--- config.mk ---
export PLATFORM = sky130hd
export DESIGN_NAME = truth_table_sweeper
export DESIGN_NICKNAME = d
export VERILOG_FILES = /design/src/rtl/truth_table_sweeper.sv
export SDC_FILE = /design/constraint.sdc
export NUM_CORES = 1
export LEC_CHECK = 0
export ABC_AREA = 1
export CORE_ASPECT_RATIO = 0.8
export CORE_UTILIZATION = 53
export CTS_BUF_LIST = sky130_fd_sc_hd__clkbuf_8
export DETAILED_ROUTE_END_ITERATION = 8
export PLACE_DENSITY = 0.79
export SLEW_MARGIN = 20
export SYNTH_ARGS = -nofsm -noshare
export SYNTH_HDL_FRONTEND = slang
export SYNTH_SLANG_ARGS = --single-unit
--- constraint.sdc ---
create_clock -name clk -period 2.26 [get_ports clk]
set_input_delay 0.339 -clock clk [delete_from_list [all_inputs] [get_ports clk]]
set_output_delay 0.339 -clock clk [all_outputs]
set_load 0.05 [all_outputs]
--- src/rtl/truth_table_sweeper.sv ---
// Exhaustive truth-table sweeper: walks every input vector of a small combinational
// block, samples its output once per vector and scores it against a golden table.
module truth_table_sweeper #(
    parameter int                      N_IN   = 4,
    parameter int                      HOLD   = 20,
    parameter int                      SETTLE = 1,
    parameter logic [(2**N_IN)-1:0]    GOLDEN = '0
) (
    input  logic            clk,
    input  logic            rst_n,
    input  logic            start,
    input  logic            abort,
    input  logic            mode,
    output logic [N_IN-1:0] dut_in,
    input  logic            dut_out,
    output logic            busy,
    output logic            done,
    output logic            pass,
    output logic [N_IN:0]   err_count,
    output logic [N_IN-1:0] first_fail,
    output logic            fail_valid
);

    // state | meaning
    // IDLE  | waiting for start; dut_in parked at 0, results of last sweep held
    // RUN   | driving vec for HOLD cycles each, sampling at hold_cnt == SETTLE
    // DONE  | one-cycle done pulse; restart if mode=1, else back to IDLE
    typedef enum logic [1:0] {
        IDLE = 2'd0,
        RUN  = 2'd1,
        DONE = 2'd2
    } state_t;

    localparam int HW = (HOLD > 1) ? $clog2(HOLD) : 1;
    localparam logic [HW-1:0]   SETTLE_C  = HW'(SETTLE);
    localparam logic [HW-1:0]   LAST_HOLD = HW'(HOLD - 1);
    localparam logic [N_IN-1:0] LAST_VEC  = {N_IN{1'b1}};

    state_t          state;
    logic [N_IN-1:0] vec;
    logic [HW-1:0]   hold_cnt;
    logic            sample_hit;
    logic [N_IN:0]   err_next;

    // err_next folds in the current sample so a miss on the very last sample
    // still lands in pass at the DONE transition.
    always_comb begin
        sample_hit = 1'b0;
        if (state == RUN && hold_cnt == SETTLE_C && dut_out != GOLDEN[vec]) begin
            sample_hit = 1'b1;
        end
        err_next = err_count + (N_IN+1)'(sample_hit);
    end

    always_ff @(posedge clk) begin
        if (!rst_n) begin
            state      <= IDLE;
            vec        <= '0;
            hold_cnt   <= '0;
            dut_in     <= '0;
            busy       <= 1'b0;
            done       <= 1'b0;
            pass       <= 1'b0;
            err_count  <= '0;
            first_fail <= '0;
            fail_valid <= 1'b0;
        end else if (abort && state != IDLE) begin
            state    <= IDLE;
            vec      <= '0;
            hold_cnt <= '0;
            dut_in   <= '0;
            busy     <= 1'b0;
            done     <= 1'b0;
            pass     <= 1'b0;
        end else begin
            case (state)
                IDLE: begin
                    done <= 1'b0;
                    if (start) begin
                        state      <= RUN;
                        vec        <= '0;
                        hold_cnt   <= '0;
                        dut_in     <= '0;
                        busy       <= 1'b1;
                        pass       <= 1'b0;
                        err_count  <= '0;
                        first_fail <= '0;
                        fail_valid <= 1'b0;
                    end
                end

                RUN: begin
                    err_count <= err_next;
                    if (sample_hit && !fail_valid) begin
                        first_fail <= vec;
                        fail_valid <= 1'b1;
                    end
                    if (hold_cnt == LAST_HOLD) begin
                        hold_cnt <= '0;
                        if (vec == LAST_VEC) begin
                            state <= DONE;
                            busy  <= 1'b0;
                            done  <= 1'b1;
                            pass  <= (err_next == '0);
                        end else begin
                            vec    <= vec + N_IN'(1);
                            dut_in <= vec + N_IN'(1);
                        end
                    end else begin
                        hold_cnt <= hold_cnt + HW'(1);
                    end
                end

                DONE: begin
                    done     <= 1'b0;
                    vec      <= '0;
                    hold_cnt <= '0;
                    dut_in   <= '0;
                    if (mode) begin
                        state      <= RUN;
                        busy       <= 1'b1;
                        err_count  <= '0;
                        first_fail <= '0;
                        fail_valid <= 1'b0;
                    end else begin
                        state <= IDLE;
                    end
                end

                default: begin
                    state <= IDLE;
                    busy  <= 1'b0;
                    done  <= 1'b0;
                end
            endcase
        end
    end

endmodule

* Word level (Yosys, flattened, before mapping)
Memory sizes are Yosys's and may differ from the RTL's. A register that Yosys moved wholly into a read port is not among the register bits.
Index checks and enable logic that the tools add are counted.
** Cells by class
- Add/subtract/negate cells :: 3
- Order comparisons :: 1
- Reductions and logical operators :: 20
- Multiply operators :: 0
- Bitwise gates (word level) :: 3
- Muxes and demuxes :: 33
- Shift operators :: 0
- Equal/unequal tests :: 12
- Div/mod/pow operators :: 0
** Operators by type and width (count)
- $pmux 5 s3 :: 2
- $mux 4 :: 7
- $pmux 4 s3 :: 2
- $reduce_and 4->1 :: 4
- $mux 5 :: 3
- $mux 1 :: 12
- $mux 2 :: 3
- $ne 2x1->1 const B :: 3
- $ne 2x2->1 const B :: 3
- $pmux 1 s3 :: 2
- $pmux 2 s3 :: 1
- $add 5x1->5 :: 1
- $add 5x1->5 const B :: 1
- $eq 5x1->1 const B :: 1
- $eq 5x5->1 const B :: 1
- $logic_not 5->1 :: 1
- $lt 4x5->1 const B :: 1
- $reduce_and 5->1 :: 1
- $add 4x1->4 const B :: 1
- $eq 4x4->1 const B :: 1
- $logic_and 1x1->1 :: 4
- $reduce_and 2->1 :: 2
- $reduce_bool 2->1 :: 2
- $not 1->1 :: 3
- 10 further kinds :: 10
** Word-level totals
- Bits of input ports :: 6
- Register bits :: 24
- Memories kept :: 1
- Bits in writable memories :: 0
- ROM bits :: 16
- Bits in latches :: 0
- Output and inout port bits :: 17
** Memory list
- (no name shown) :: depth 16, width 1, read ports 1, clocked after memory_dff 1, write ports 0, line 49 : if (state == RUN && hold_cnt == SETTLE_C && dut_out != GOLDEN[vec]) begin

* Logic depth before layout (Yosys ltp)
- Word-level depth :: 10
- Depth in mapped cells :: 12
- Depth with buffers taken out :: 12

* Least setup slack after synthesis
Ideal clock, no wire load.
- Path type :: register to register
- From :: register hold_cnt[0]
- To :: register pass
- Required time :: 2.190 ns
- Period minus slack after synthesis :: 1.779 ns
- Cell stages (with the launch flop) :: 12
- Setup slack :: 0.481 ns
- Library setup time :: 0.070 ns
- Arrival time :: 1.709 ns
- Cell sequence :: dfxtp_1 > ha_1 > nand2_1 > nor4_1 > ha_1 > ha_1 > nand3_1 > nand2_1 > nand2_1 > nor2_1 > nand3b_1 > a21oi_1
** On the way
- Word-level cells in the longest chain between the ends :: 9
- Elaborated cells between the ends (all ways) :: 12
- Classes of those cells :: 1 x add/sub; 3 x eq/ne; 4 x mux; 4 x reduce/logical
** RTL lines
- from (decl) :: line 41 : logic [HW-1:0] hold_cnt;
- from (signal assigned) :: line 110 : hold_cnt <= hold_cnt + HW'(1);
- $eq 5x1->1 :: line 49
- $logic_and 1x1->1 (2 in series) :: line 49
- $mux 1 :: line 49
- $add 5x1->5 :: line 52 : err_next = err_count + (N_IN+1)'(sample_hit);
- $logic_not 5->1 :: line 104 : pass <= (err_next == '0);
- $mux 1 :: line 100 : if (vec == LAST_VEC) begin
- $mux 1 :: line 98 : if (hold_cnt == LAST_HOLD) begin
- $pmux 1 s2 :: line 76 : case (state)
- to (signal assigned) :: line 104
- to (decl) :: line 18 : output logic pass,
Parallel ways exist; a longest one is shown, timed or not. The select of a mux whose other input is x is not followed.
A chain may end at the register's enable or synchronous reset.

* Worst setup path in the final report
Same ends and word-level chain as after synthesis.

==> qor.yml <==
status: "complete, no violations"
setup_tns_ns: 0
cp.arrival_ns: 2.21
cp.required_ns: 2.48
hold_class: "reg -> reg"
synth_nets: 180
synth-async-reset-ratio: 0
synthTopCellsByCount: "nand2_1 (39), dfxtp_1 (24), a21oi_1 (21), nor2_1 (15), nand3_1 (13)"
cp-end-kind: "register"
ys.flop_type: "dfxtp_1"
avgSynthCellArea_um2: 7.396
start_kind: "register"
grt_use_total: 0.2194
grt_max_degree: 14
rows: 15
cts_resized: 0
layout-drive-gt1-share: 0.1237
hold_buffers: 0
antenna_found_initial: 0
grt_overflow: 0
final-max-slew-violation-count: 0
path_class: "reg -> reg"
final-setup-viol-count: 0
numPortBuffers: 22
dr.pass1.iters: 4
cts_num_sinks: 24
drcViolationCount: 0
synth-seq-area-share: 0.3844
power.density_mw_per_mm2: 615.5
die_h_um: 45.44
clockRootBuffer: "clkbuf_8"
yosys-top-cells-area: "dfxtp_1 (38%), nand2_1 (12%), a21oi_1 (8.4%), nand3_1 (5.2%), ha_1 (5.0%)"
die_area_mm2: 0.002558
gp_congestion: 0.9427
slowest_delay_ns: 0.41
synth-edff-count: 0
path_clk_slew_ns: 0.09
synth_most_common_cell: "nand2_1"
synth_warnings: 0
nNetsFinal: 206
io-pin-count: 23
dpl_cell_area_mm2: 0.001494
rsz0062_at_grt: "no"
dr_total_vias: 1160
clock_skew_ns: 0.007118
synth_top_area_share: 0.3844
synth_cell_types: 26
area_growth_pct: 23.92
path_delay_family: "simple AND/OR/NAND/NOR gates"
crit_buf_inv: 0
drt_wl_total_mm: 2.648
die_w_um: 56.30
initial_core_util: 0.5692
relSlewSlack: 0.6650
htree_levels: 1
grt_first_pass_wirelength_mm: 4.202
hpwl_mm: 1.974
post_drt_wl_per_cell_um: 12.09
ys_seq_elements: 24
ant_nets: 0
ir_drop_mv: 0.6018
finalHoldViolations: 0
max_freq_ghz: 0.5002
leakagePower_uw: 0.0006061
synth_area_mm2: 0.001250
fp.coreArea_mm2: 0.002196
post_cts_buffers: 0
cts_buffers: 3
insertion_delay_ns: 0.28
drv_cap: 0
cp_cell_sequence: "ha_1, nand2_1, nor4_1, ha_1, ha_1, nand3_1, nand2_1, nand2_1, nor2_1, nand3b_1, a21oi_1"
drt-initial-drc-count: 31
cts_max_path_buffers: 2
vias_per_cell: 5.297
cts_tree: "yes"
worst_slew_pin_slew_ns: 0.5010
path_max_fanout: 5
grt_pass1_vias: 997
yosys.area.top_type: "dfxtp_1"
finalCritPeriodShare: 0.8845
antenna_cells: 0
slowest_stage: "dfxtp_1"
syn_inst: 169
period_needed_ns: 1.999
final_area_mm2: 0.001549
-- through the flow --
stage / total power, uW / std cells / hold WS (ns) / util / setup slack [ns]
2_1_floorplan: 607.0 / 169 / 0.4580 / - / 0.4806
3_3_place_gp: 657.2 / 215 / 0.4414 / 0.6803 / 0.1349
3_5_place_dp: 659.9 / 215 / 0.4532 / 0.6803 / 0.09197
4_1_cts: 953.2 / 219 / 0.4670 / 0.7054 / 0.2637
5_1_grt: 994.4 / 219 / 0.4849 / 0.7054 / 0.08080
6_report: 953.5 / 219 / 0.4594 / 0.7054 / 0.2610
-- worst paths after layout --
path	cells past startpoint	from	slack, ns	end
hold / removal	2	done	0.46	done
setup reg to reg	11	hold_cnt[0]	0.26	pass
hold reg to reg	2	done	0.46	done
setup / recovery	11	hold_cnt[0]	0.26	pass
-- sequential cells by signal (all words and copies together), names as in the netlist --
register,flops
first_fail,4
hold_cnt,5
fail_valid,1
done,1
vec,4
busy,1
pass,1
state,2
err_count,5
-- final cells by class --
cell class | instances | area, um^2
Multi-Input combinational cell | 125 | 688.2
Fill cell | 180 | 646.9
Sequential cell | 24 | 480.5
Timing Repair Buffer | 22 | 220.2
Inverter | 19 | 73.82
Clock buffer | 4 | 55.05
Tap cell | 25 | 31.28
-- routing by layer --
metal / global-route usage / up-vias / routed length (um)
li1: - / 605 / -
met2: 0.3714 / 21 / 1223
met4: 0.05854 / 0 / 20
met5: 0 / - / 0
met1: 0.2761 / 530 / 1285
met3: 0.07102 / 4 / 119
-- kinds of logic (layout without fill, tap and decap cells) --
logic type	count (synthesis)	count (layout)	share of synthesized area
buffers and inverters	20	45	0.06507
DFF	24	24	0.3844
and+or+nand+nor	87	87	0.3403
adders and majority gates	5	5	0.05005
AOI/OAI and AO/OA	27	27	0.1181
xor gates and xnor gates	6	6	0.04205
-- layout by cell type (no fill, tap or decap), drive strengths merged --
cell	count
o21ai	5
a31oi	1
clkdlybuf4s50	22
nand3b	2
nand4	3
xnor2	3
ha	5
clkinv	1
nor4	1
nand2	45
a21oi	21
inv	18
xor2	3
nand3	16
dfxtp	24
nor2	18
nor3	1
or2	1
clkbuf	4
-- report_power, final --
| part | total (uW) | internal [uW] | switching, uW |
|---|---|---|---|
| Clock | 302 | 156 | 146 |
| Sequential | 455 | 438 | 17.0 |
| Combinational | 197 | 63.5 | 133 |
-- worst reg2reg max path: cells and delay by family, from the launching register on --
| kind | cells | cell delay (ns) |
|---|---|---|
| compound gates | 1 | 0.12 |
| fa+ha+maj | 3 | 0.59 |
| flops | 1 | 0.41 |
| simple gates | 7 | 0.82 |
(Power assumes the default switching activity.)
